File: src/rtl/gauss3x3_filter.sv
// 3x3 Gaussian (1-2-1 / 2-4-2 / 1-2-1, /16 rounded) window filter.
// Paces window reads, filters in two stages, writes one pixel per window.
module gauss3x3_filter #(
   parameter int IMG_W = 256,
   parameter int IMG_H = 32
) (
   input  logic       clk,
   input  logic       rst,
   input  logic       start,
   input  logic       stall,
   input  logic [7:0] pixelr1,
   input  logic [7:0] pixelr2,
   input  logic [7:0] pixelr3,
   input  logic [7:0] pixelr4,
   input  logic [7:0] pixelr5,
   input  logic [7:0] pixelr6,
   input  logic [7:0] pixelr7,
   input  logic [7:0] pixelr8,
   input  logic [7:0] pixelr9,
   output logic       rd,
   output logic       wr,
   output logic [7:0] pixelw,
   output logic       busy,
   output logic       done
);

   localparam logic [12:0] LAST_WIN = 13'(IMG_W * IMG_H - 1);

   typedef enum logic [1:0] {
      IDLE,
      READ,
      DRAIN
   } state_t;

   state_t      state;
   logic [12:0] win_cnt;
   logic        v0, v1, v2;
   logic [9:0]  a, b, c;
   logic [11:0] s;
   logic [12:0] s_rnd;

   function automatic logic [9:0] row_sum(
      input logic [7:0] x,
      input logic [7:0] y,
      input logic [7:0] z
   );
      return {2'b00, x} + {1'b0, y, 1'b0} + {2'b00, z};
   endfunction

   assign rd    = (state == READ) & ~stall;
   assign busy  = (state != IDLE);
   assign wr    = v2;
   assign s     = {2'b00, a} + {1'b0, b, 1'b0} + {2'b00, c};
   assign s_rnd = {1'b0, s} + 13'd8;

   always_ff @(posedge clk or posedge rst) begin
      if (rst) begin
         state   <= IDLE;
         win_cnt <= '0;
         done    <= 1'b0;
      end else begin
         done <= 1'b0;
         unique case (state)
            IDLE: begin
               if (start) begin
                  state   <= READ;
                  win_cnt <= '0;
               end
            end
            READ: begin
               if (rd) begin
                  win_cnt <= win_cnt + 13'd1;
                  if (win_cnt == LAST_WIN)
                     state <= DRAIN;
               end
            end
            DRAIN: begin
               // v2 still holds the final write this cycle
               if (!v0 && !v1) begin
                  state <= IDLE;
                  done  <= 1'b1;
               end
            end
            default: state <= IDLE;
         endcase
      end
   end

   always_ff @(posedge clk or posedge rst) begin
      if (rst) begin
         v0     <= 1'b0;
         v1     <= 1'b0;
         v2     <= 1'b0;
         a      <= '0;
         b      <= '0;
         c      <= '0;
         pixelw <= '0;
      end else begin
         v0 <= rd;
         v1 <= v0;
         v2 <= v1;
         if (v0) begin
            a <= row_sum(pixelr1, pixelr2, pixelr3);
            b <= row_sum(pixelr4, pixelr5, pixelr6);
            c <= row_sum(pixelr7, pixelr8, pixelr9);
         end
         pixelw <= v1 ? s_rnd[11:4] : 8'd0;
      end
   end

endmodule

File: config.mk
export PLATFORM = sky130hd
export DESIGN_NAME = gauss3x3_filter
export DESIGN_NICKNAME = d
export VERILOG_FILES = /design/src/rtl/gauss3x3_filter.sv
export SDC_FILE = /design/constraint.sdc
export NUM_CORES = 1
export LEC_CHECK = 0
export BUFFER_PORTS_ARGS = -buffer_cell sky130_fd_sc_hd__buf_4
export CORE_UTILIZATION = 50
export DETAILED_ROUTE_END_ITERATION = 10
export PLACE_DENSITY = 0.74
export SETUP_SLACK_MARGIN = 0.15
export SLEW_MARGIN = 20
export SYNTH_ARGS = -nofsm -noshare
export SYNTH_HDL_FRONTEND = slang
export SYNTH_SLANG_ARGS = --single-unit
File: constraint.sdc
create_clock -name clk -period 4.15 [get_ports clk]
set_clock_uncertainty 0.05 [all_clocks]
set_input_delay 0.6225 -clock clk [delete_from_list [all_inputs] [get_ports clk]]
set_output_delay 0.6225 -clock clk [all_outputs]
set_load 0.01 [all_outputs]
==> results.tsv <==
stage	metric	value	unit
status	outcome	completed	
timing	worst-margin pin slew	0.7316	ns
synthesis	Mapped Nets	579	
synthesis	Syn. warnings	0	
clock_tree	setup bufs post-CTS	0	
global_routing	vias in the first global route	3443	
timing	Final Cycle Share	69.29	%
synthesis	count leader, synth	dfrtp_1	
layout	Non-Filler Instances	627	
layout	share of post-route cells with drive strength above 1	24.33	%
power_and_ir_drop	Lkg Pwr	2.653	nW
setup_path	Startpoint Class	flop	
drt	Starting DRT DRC Count	138	
power_and_ir_drop	Comb pwr share	58.1	%
global_routing	total track usage	21.78	%
timing	Final Slew Violations	0	
drt	total wire length	8.834	mm
die	die width	95.60	µm
synthesis	dominant cells by area after synthesis	dfrtp_1 33%, fa_1 15%, ha_1 13%	
power_and_ir_drop	Internal Power	1.868	mW
synthesis	register bit total from synthesis	57	
die	Site Rows	33	
clock_tree	TritonCTS clock tree	yes	
placed_design	I/O Buffers	87	
drt	via count	3363	
clock_tree	maximum root-to-sink buffer count	2	
synthesis	Syn Area/Cell	10.31	µm²
placed_design	Final Wtd Congestion	0.8504	
min_path	worst min-delay path class	in -> async	
global_routing	antenna violations before repair	0	
placed_design	Post-DP HPWL	7.003	mm
synthesis	Synth area leader	dfrtp_1	
clock_tree	clk root buf	clkbuf_8	
power_and_ir_drop	worst vdd ir	0.3311	mV
synthesis	sequential fraction of the synthesis area	32.56	%
layout	area delta synth->final	21.82	%
run	max-cap viol count	0	
power_and_ir_drop	PwrDens	600.6	nW/µm²
clock_tree	PostCTS Resize Cnt	0	
layout	Final Core Density	63.98	%
die	io pins	88	
timing	Max Clock Freq	0.3477	GHz
synthesis	cell count after synthesis	425	
synthesis	Simple-Gate Fraction of Synth Area	14.05	%
setup_path	reg2reg setup slack	1.27	ns
timing	Hold Worst Slack	0.2786	ns
setup_path	CP max stage delay	0.54	ns
placed_design	Inst Count DP	611	
die	Die Ht	95.60	µm
setup_path	Buf/Inv on CP	2	
drt	drt wl/cell	14.09	µm
synthesis	Post-synth EDFFs	0	
setup_path	CP Capture Type	flop	
timing	worst rel slew slack	51.05	%
drt	drt drc	0	
global_routing	gr ovfl total	0	
setup_path	CP Max Fanout	5	
clock_tree	Clock Latency Late Sink	0.34	ns
drt	DRT antenna net count	0	
clock_tree	CTS Hold Bufs	0	
global_routing	GRT Max-Usage Layer	met2	
setup_path	Slowest cell on crit path	fa_1	
timing	Hold Vio Cnt, Final	0	
timing	RSZ-0062 raised after global routing	no	
synthesis	most frequent cells after synthesis	57 x dfrtp_1, 47 x inv_1, 45 x ha_1	
drt	DR pass1 iterations	4	
clock_tree	clock sinks	57	
synthesis	combinational family with the most area after synthesis	adder cells	
clock_tree	Worst-path clk slew	0.07	ns
timing	final setup violation count	0	
setup_path	CP Cell Sequence	inv_1 > fa_1 > inv_1 > ha_1 > ha_1 > a21o_1 > a31o_1 > a31o_1 > o21ai_1 > nor3b_1	
global_routing	met2 Use GR	36.43	%
setup_path	Crit path required time	4.32	ns
power_and_ir_drop	Switch Pwr	1.336	mW
synthesis	Post-Synth Adder-Cell Area	27.93	%
setup_path	Crit path arrival time	3.05	ns
synthesis	Post-Synth XOR/XNOR Area	4.199	%
setup_path	CP delay by family, top	adder cells	
timing	setup TNS	0	ns
timing	post-layout min period	2.876	ns
layout	ant diodes	0	
clock_tree	cts bufs inserted	9	
synthesis	Mapped Area	4380	µm²
setup_path	CP Class	reg -> reg	
drt	Vias/cell	5.364	
power_and_ir_drop	Flop pwr share	25.9	%
die	starting density of the core	52.52	%
global_routing	met3 GRT Util	4.067	%
synthesis	FFs w/ async S/R, synth	100.0	%
power_and_ir_drop	switching share of power	41.70	%
clock_tree	H-tree depth	3	
global_routing	largest net degree at the start of global routing	45	
synthesis	post-synthesis compound-gate area fraction	12.77	%
synthesis	fraction of synthesized area in multiplexers	3.485	%
synthesis	Main synth FF type	dfrtp_1	
global_routing	global-route met1 utilization	29.06	%
synthesis	post-synth top area share	32.56	%
synthesis	Yosys cell types	52	
die	core footprint	8341	µm²
global_routing	first-pass GRT wire length	15.26	mm
power_and_ir_drop	Clk pwr share	16.1	%
die	die area	9139	µm²
layout	fin nets	671	
## flip-flops by register name, summed over array words and instances, names as in the netlist
signal and flops:
wr 1, pixelw 8, b 10, win_cnt 13, v0 1, state 2, c 10, a 10
v1 1, done 1
## cells by family (layout without fill, tap and decap cells)
group,after synthesis,in the layout
xor gates and xnor gates,21,21
AOI/OAI and AO/OA,79,79
muxes,14,14
buffers and inverters,56,153
adders and majority gates,78,78
DFF,57,57
and+or+nand+nor,120,120
## final cells by class
| type | count | area [µm²] |
|---|---|---|
| clock buffer | 9 | 123.9 |
| clock inverter | 7 | 71.32 |
| fill | 680 | 3004 |
| inverter | 48 | 180.2 |
| multi-input combinational | 312 | 2735 |
| sequential | 57 | 1426 |
| tap | 105 | 131.4 |
| timing repair buffer | 89 | 668.1 |
## power by group through the flow
stage               sequential (mW)  clock (mW)  combinational, mW
global route                  0.853       0.550               2.14
detailed placement            0.841           0               1.83
CTS                           0.831       0.521               1.86
global placement              0.834           0               1.81
finish                        0.829       0.515               1.86
floorplan                     0.825           0               1.41
## through the flow
step	area [µm²]	worst slack (ns)	power (mW)
2_1_floorplan	4380	1.509	2.234
3_3_place_gp	5141	1.285	2.645
3_5_place_dp	5141	1.154	2.673
4_1_cts	5336	1.313	3.210
5_1_grt	5336	1.158	3.546
6_report	5336	1.274	3.205
## cells in the final DEF, fill, tap and decap left out, drive strengths merged, types with 4 or more instances in the layout
cell and count:
o21ai 15, nand4 6, a21oi 12, nor2b 4, a211oi 10, mux2i 4, mux2 10, nand2b 7
xnor2 10, inv 48, dfrtp 57, xor2 11, nor2 39, a22o 4, fa 33, a21o 6
o31ai 6, nand3 6, ha 45, or3 4, nand2 23, and3 12, o22ai 7, buf 89
clkbuf 9
## routing by layer
layer | up-vias | part of all wire, %
li1 | 1667 | -
met4 | 0 | 0.74
met2 | 68 | 49
met1 | 1620 | 47
met5 | - | 0
met3 | 8 | 3.6
## final timing paths
| check | endpoint | from | cells after the start |
|---|---|---|---|
| max in group asynchronous | c[8]$_DFFE_PP0P_ | rst | 3 |
| min | b[2]$_DFFE_PP0P_ | rst | 2 |
| min in group clk | c[5]$_DFFE_PP0P_ | c[5]$_DFFE_PP0P_ | 2 |
| max | pixelw[6]$_DFF_PP0_ | a[7]$_DFFE_PP0P_ | 10 |
| max reg2reg | pixelw[6]$_DFF_PP0_ | a[7]$_DFFE_PP0P_ | 10 |
| min reg2reg | c[5]$_DFFE_PP0P_ | c[5]$_DFFE_PP0P_ | 2 |
Note: power is estimated with default switching activity, not from simulation.
